**config.mk**
```make
export PLATFORM = sky130hd
export DESIGN_NAME = matmul_seq_ctrl
export DESIGN_NICKNAME = d
export VERILOG_FILES = /design/src/rtl/matmul_pkg.sv /design/src/rtl/matmul_idx_cnt.sv /design/src/rtl/matmul_seq_ctrl.sv
export SDC_FILE = /design/constraint.sdc
export NUM_CORES = 1
export LEC_CHECK = 0
export CORE_MARGIN = 2
export CORE_UTILIZATION = 46
export DETAILED_ROUTE_END_ITERATION = 7
export GPL_ROUTABILITY_DRIVEN = 0
export HOLD_SLACK_MARGIN = 0.02
export PLACE_DENSITY_LB_ADDON = 0.2
export SYNTH_ARGS = -nofsm -noshare
export SYNTH_HDL_FRONTEND = slang
export SYNTH_SLANG_ARGS = --single-unit
```
**constraint.sdc**
```tcl
create_clock -name clk -period 3.6 [get_ports clk]
set_clock_uncertainty 0.05 [all_clocks]
set_input_delay 1.08 -clock clk [delete_from_list [all_inputs] [get_ports clk]]
set_output_delay 1.08 -clock clk [all_outputs]
set_load 0.1 [all_outputs]
```
**src/rtl/matmul_pkg.sv**
```systemverilog
// Shared types and defaults for the matmul sequencing controller.
package matmul_pkg;

    localparam int DEF_N_ROWS = 4;
    localparam int DEF_N_COLS = 28;

    typedef enum logic [2:0] {
        ST_IDLE,
        ST_LOAD_A,
        ST_LOAD_DATA,
        ST_CALC,
        ST_NEXT_ROW,
        ST_DONE
    } state_e;

endpackage

```
**src/rtl/matmul_idx_cnt.sv**
```systemverilog
// Wrapping index counter: counts 0..MAX-1, clear wins over increment.
module matmul_idx_cnt #(
    parameter int MAX = 4,
    parameter int W   = 2
) (
    input  logic         clk,
    input  logic         rst,
    input  logic         inc_i,
    input  logic         clr_i,
    output logic [W-1:0] cnt_o,
    output logic         wrap_o
);

    localparam logic [W-1:0] LAST = W'(MAX - 1);

    logic [W-1:0] cnt_q, cnt_d;

    assign wrap_o = (cnt_q == LAST);
    assign cnt_o  = cnt_q;

    always_comb begin
        cnt_d = cnt_q;
        if (clr_i)
            cnt_d = '0;
        else if (inc_i)
            cnt_d = wrap_o ? '0 : cnt_q + W'(1);
    end

    always_ff @(posedge clk) begin
        if (rst)
            cnt_q <= '0;
        else
            cnt_q <= cnt_d;
    end

endmodule

```
**src/rtl/matmul_seq_ctrl.sv**
```systemverilog
// Row/column sequencer for a MAC-array matrix multiply job.
module matmul_seq_ctrl
    import matmul_pkg::*;
#(
    parameter int N_ROWS = DEF_N_ROWS,
    parameter int N_COLS = DEF_N_COLS,
    parameter int ROW_W  = (N_ROWS > 1) ? $clog2(N_ROWS) : 1,
    parameter int COL_W  = (N_COLS > 1) ? $clog2(N_COLS) : 1
) (
    input  logic             clk,
    input  logic             rst,
    input  logic             start_in,
    input  logic             abort_in,
    input  logic             load_A_done,
    input  logic             load_done,
    input  logic             data_valid,
    output logic             load_A_en,
    output logic             load_en,
    output logic             ALU_en,
    output logic             row_finish,
    output logic             acc_finish,
    output logic [COL_W-1:0] col_count,
    output logic [ROW_W-1:0] row_count,
    output logic             busy,
    output logic             done
);

    state_e state_q, state_d;

    logic in_calc, in_next, in_done;
    logic col_last, row_last;
    logic col_inc, row_inc, cnt_clr;

    assign in_calc = (state_q == ST_CALC);
    assign in_next = (state_q == ST_NEXT_ROW);
    assign in_done = (state_q == ST_DONE);

    assign col_inc = in_calc & data_valid;
    assign row_inc = in_next & ~row_last;
    assign cnt_clr = abort_in | in_done;

    always_comb begin
        state_d = state_q;
        if (abort_in) begin
            state_d = ST_IDLE;
        end else begin
            unique case (state_q)
                ST_IDLE:      if (start_in) state_d = ST_LOAD_A;
                ST_LOAD_A:    if (load_A_done) state_d = ST_LOAD_DATA;
                ST_LOAD_DATA: if (load_done) state_d = ST_CALC;
                ST_CALC:      if (col_inc && col_last) state_d = ST_NEXT_ROW;
                ST_NEXT_ROW:  state_d = row_last ? ST_DONE : ST_LOAD_DATA;
                ST_DONE:      state_d = ST_IDLE;
                default:      state_d = ST_IDLE;
            endcase
        end
    end

    always_ff @(posedge clk) begin
        if (rst)
            state_q <= ST_IDLE;
        else
            state_q <= state_d;
    end

    // Column counter self-wraps on the last beat, row counter steps in NEXT_ROW.
    matmul_idx_cnt #(.MAX(N_COLS), .W(COL_W)) u_col_cnt (
        .clk    (clk),
        .rst    (rst),
        .inc_i  (col_inc),
        .clr_i  (cnt_clr),
        .cnt_o  (col_count),
        .wrap_o (col_last)
    );

    matmul_idx_cnt #(.MAX(N_ROWS), .W(ROW_W)) u_row_cnt (
        .clk    (clk),
        .rst    (rst),
        .inc_i  (row_inc),
        .clr_i  (cnt_clr),
        .cnt_o  (row_count),
        .wrap_o (row_last)
    );

    assign load_A_en  = (state_q == ST_LOAD_A);
    assign load_en    = (state_q == ST_LOAD_DATA) | in_calc;
    assign ALU_en     = col_inc | in_next;
    assign row_finish = col_inc & col_last;
    assign acc_finish = in_next & row_last;
    assign busy       = (state_q != ST_IDLE);
    assign done       = in_done;

endmodule

```
Word-level counts from Yosys, hierarchy flattened:

Index checks and enable logic that the tools add are counted.

* flip-flop bits (word level): 10
* input port bits: 7
* logic and storage cells: 38

* $add $sub $neg: 2
* eq/ne operators: 11
* multiplexer cells: 8
* bitwise operators: 8
* reductions and logical operators: 6

Operator list (number)
* 3-bit two-way mux: 5
* 3-bit one-hot mux with 5 select lines: 1
* 3-bit by 2-bit equality test with 1-bit output (second input constant): 2
* 3-bit equality test (second input constant): 2
* 2-bit != test (second input constant): 3
* 5-bit by 1-bit adder with 5-bit output (second input constant): 1
* 5-bit equality test (second input constant): 1
* 5-bit two-way mux: 1
* 1-bit bitwise AND: 4
* 4-bit AND reduction: 1
* 2-bit OR reduction: 2
* 3-bit by 1-bit equality test with 1-bit output (second input constant): 1
* 3-bit logical NOT: 1
* 1-bit OR: 3
* 3-bit nonzero test: 1
* 2-bit by 1-bit adder with 2-bit output (second input constant): 1
* 2-bit equality test (second input constant): 1
* 2-bit two-way mux: 1
* 2-bit by 1-bit != test with 1-bit output (second input constant): 1
* 1-bit logical AND: 1
* 1-bit NOT: 1

Longest topological paths before layout:

* depth in word-level cells: 5
* gate-level depth with buffers: 4
* depth with buffers taken out: 4

Hierarchy:

A second synthesis with hierarchy kept.

* cells, all modules: 67
* area total of the unflattened synthesis: 621.8 um^2

Modules (own cells, without submodules)
* matmul_seq_ctrl: times used 1, cells an instance 32, area an instance 275.3 um^2, seq. area each 60.1 um^2
* matmul_idx_cnt at u_col_cnt: times used 1, cells an instance 27, area an instance 251.5 um^2, seq. area each 100.1 um^2
* matmul_idx_cnt at u_row_cnt: times used 1, cells an instance 8, area an instance 95.1 um^2, seq. area each 40.0 um^2

Worst setup path after synthesis:

Ideal clock, no wire load.

* path kind: register to output
* from: register u_col_cnt.cnt_q[0] (netlist: u_col_cnt.cnt_o[0])
* to: output row_finish
* arrival time: 3.470 ns
* required time: 2.470 ns
* setup slack: -1.000 ns
* stages on the path, launching flop included: 4
* path buffers: 0
* cell sequence: dfxtp_1 -> ha_1 -> nand2_1 -> nor3_1

* cells in the longest elaborated chain, start to end: 2

Ends and longest elaborated chain
* start: declaration: RTL line matmul_idx_cnt.sv:16 `logic [W-1:0] cnt_q, cnt_d;`
* start signal: assignment: RTL line matmul_idx_cnt.sv:33 `cnt_q <= cnt_d;`
* 5-bit equality test: RTL line matmul_idx_cnt.sv:18 `assign wrap_o = (cnt_q == LAST);`
* 1-bit bitwise AND: RTL line matmul_seq_ctrl.sv:88 `assign row_finish = col_inc & col_last;`
* end: declaration: RTL line matmul_seq_ctrl.sv:20 `output logic row_finish,`

No other way between the ends.

Final worst setup path:

* from: input data_valid
* to: output row_finish

* cells in the longest elaborated chain, start to end: 2

Ends and longest elaborated chain
* start: declaration: RTL line matmul_seq_ctrl.sv:16 `input logic data_valid,`
* 1-bit bitwise AND: RTL line matmul_seq_ctrl.sv:38 `assign col_inc = in_calc & data_valid;`
* 1-bit bitwise AND: RTL line matmul_seq_ctrl.sv:88

No other way between the ends.

==> results.yml <==
run_status:
  run_status: "completed"
clocking:
  cts.htree.levels: 1
  worst_skew_pair.late_latency_ns: 0.26
  clkTransAtPathRegs_ns: 0.06
  cts_tree: "yes"
  cts.hold.buffers_added: 0
  tritoncts.num_buffers: 3
  cts_root_buf: "clkbuf_4"
  clock_sinks: 10
  cts.repair_timing.setup_buffer_count: 0
  cts_resized: 0
  ctsLongestPathBuffers: 2
detailed_routing:
  final_routed_wire_length_divided_by_cell_count_um: 12.4
  vias_per_cell: 5.55
  detail_route.wirelength_um: 1320
  number_of_vias_after_detailed_routing: 588
  drtIter0Drc: 12
  ant_nets: 0
  detailedRoute.firstPassIterationCount: 4
  drc: 0
synth:
  synth.top_cell.area_share_pct: 32.5
  sequential_share_of_the_synthesized_area_pct: 32.5
  number_of_distinct_library_cells_after_synthesis: 36
  yosysTopAreaCell: "dfxtp_1"
  yosys_warnings: 0
  async_reset_ff_share_pct: 0
  synth_cells: 70
  synth_area_per_cell_um2: 8.81
  ys.flop_type: "dfxtp_1"
  mappedNetlistNets: 79
  ys_top_cells_by_area: "dfxtp_1 32%, nand2b_1 5.1%, mux2i_1 4.9%, ha_1 4.1%, nor4b_4 3.9%"
  yosys_register_bits: 10
  netlist_area_um2: 617
  synth_enable_flop_cells: 0
sta:
  timing.final.crit_share_pct: 91.3
  number_of_slew_limit_violations_in_the_final_report: 0
  setup_viol: 0
  fin_crit_ns: 3.29
  slew_headroom_pct: 69.1
  report.final.hold_viol_count: 0
  rsz0062_at_grt: "no"
  tightestPinTransition_ns: 0.463
  fmax_mhz: 304
  totalNegativeSetupSlack_ns: 0
  holdWs_ns: 0.459
worst_setup_path:
  path_cells: "clkdlybuf4s50_1 -> nand2_1 -> nor3_4 -> buf_12"
  worst_endpoint_required_time_ns: 2.47
  crit_path_max_fanout: 6
  start_kind: "input port"
  worst_path_largest_cell_delay_ns: 0.49
  timing.critical_path.slowest_stage_cell: "clkdlybuf4s50_1"
  critPathCaptureType: "output port"
  worstPathBufferInverterCount: 2
  worstPathArrival_ns: 2.16
  worst_path_dominant_cell_family: "buffers and inverters"
  path_class: "input port to output port"
layout:
  synthToLayoutAreaGrowth_pct: 37.7
  sequential_cell_area_um2: 200
  diodes: 0
  finalCoreUtilization_pct: 67.0
  final_cell_mix: "13 x buf_4, 10 x dfxtp_1, 6 x nor2_1, 6 x clkdlybuf4s50_1, 5 x nand2b_1"
  finalNonFillerCells: 106
  final_nets: 102
  fillers: 104
  proportion_of_layout_cells_with_a_drive_suffix_above_1_pct: 23.1
  multi_input_gate_area_in_the_final_layout_um2: 403
  layout.cells.most_common: "buf_4"
run:
  maxCapViolations: 0
floorplan:
  top_level_ports: 21
  rows: 13
  die-height_um: 40.6
  fp.dieArea_mm2: 0.00165
  floorplan.initialDensity_pct: 48.6
  die_x_um: 40.6
  core_area_mm2: 0.00127
global_route:
  grtUsageTotal_pct: 20.4
  grt_start_max_net_pins: 15
  overflow: 0
  grt_antenna_before_repair: 0
  grt_pass1_vias: 477
  grt_first_pass_wirelength_um: 2170
power_and_ir_drop:
  power_per_cell_area_mw_per_mm2: 275
  leakage_uw: 0.000346
  worst_ir_drop_vdd_mv: 0.306
  totalPowerFinal_uw: 234
placement:
  port_buffers: 20
  place.detailed.instances: 103
  place_hpwl_um: 1020
min_path:
  timing.hold.worst.class: "flip-flop to flip-flop"
==> state kept, by name (all words and copies together) (netlist names) <==
signal,cells
u_row_cnt.cnt_o,2
u_col_cnt.cnt_o,5
state_q,3
==> power breakdown <==
part / internal [uW] / total, uW / switching, uW / leakage (uW)
Combinational: 14.9 / 42.2 / 27.3 / 0.000252
Sequential: 112 / 117 / 4.65 / 0.0000808
Clock: 38.6 / 74.9 / 36.4 / 0.0000138
==> layout make-up <==
class / instances / share of cell area, %
Clock buffer: 3 / 2.65
Inverter: 2 / 0.884
Multi-Input combinational cell: 55 / 47.4
Sequential cell: 10 / 23.6
Tap cell: 15 / 2.21
Timing Repair Buffer: 21 / 23.3
==> worst paths after layout <==
| path | start | to | slack [ns] | cells after the start |
|---|---|---|---|---|
| setup reg to reg | state_q[1] | u_col_cnt.cnt_o[2] | 1.85 | 3 |
| setup / recovery | data_valid | row_finish | 0.31 | 4 |
| hold / removal | u_col_cnt.cnt_o[0] | u_col_cnt.cnt_o[0] | 0.46 | 2 |
| hold reg to reg | u_col_cnt.cnt_o[0] | u_col_cnt.cnt_o[0] | 0.46 | 2 |
==> worst min-delay path, stage by stage (launching register included) <==
cell and delay [ns]:
dfxtp_1 0.34, nand2_1 0.06, a21oi_1 0.05
==> layer usage <==
layer	routed length (um)	GRT usage (%)
met2	617	29.0
met1	629	27.2
met4	0	5.00
met3	71	10.3
met5	0	0
==> Yosys cell counts (all sizes together) (2+ instances only) <==
library cell,instances
a21oi,3
a31oi,2
buf,2
dfxtp,10
ha,2
inv,2
mux2i,3
nand2,2
nand2b,5
nand3b,2
nand4b,2
nor2,6
nor3b,3
o21ai,4
o31ai,2
==> logic make-up (layout without fill, tap and decap cells) <==
group           Yosys count  after routing  share of synthesized area, %
flops                    10             10                          32.5
mux                       3              3                          4.87
compound gates           18             18                          19.1
buf+inv                   5             26                          4.06
simple gates             31             31                          34.1
fa+ha+maj                 2              2                          4.06
xor+xnor                  1              1                          1.42
==> through the flow <==
step / setup WS [ns] / cell area (um^2)
after CTS: 0.307 / 850
final: 0.312 / 850
after global placement: 0.350 / 827
after floorplan: 0.288 / 628
after detailed placement: 0.308 / 827
after global routing: 0.262 / 850
(Power assumes the default switching activity.)
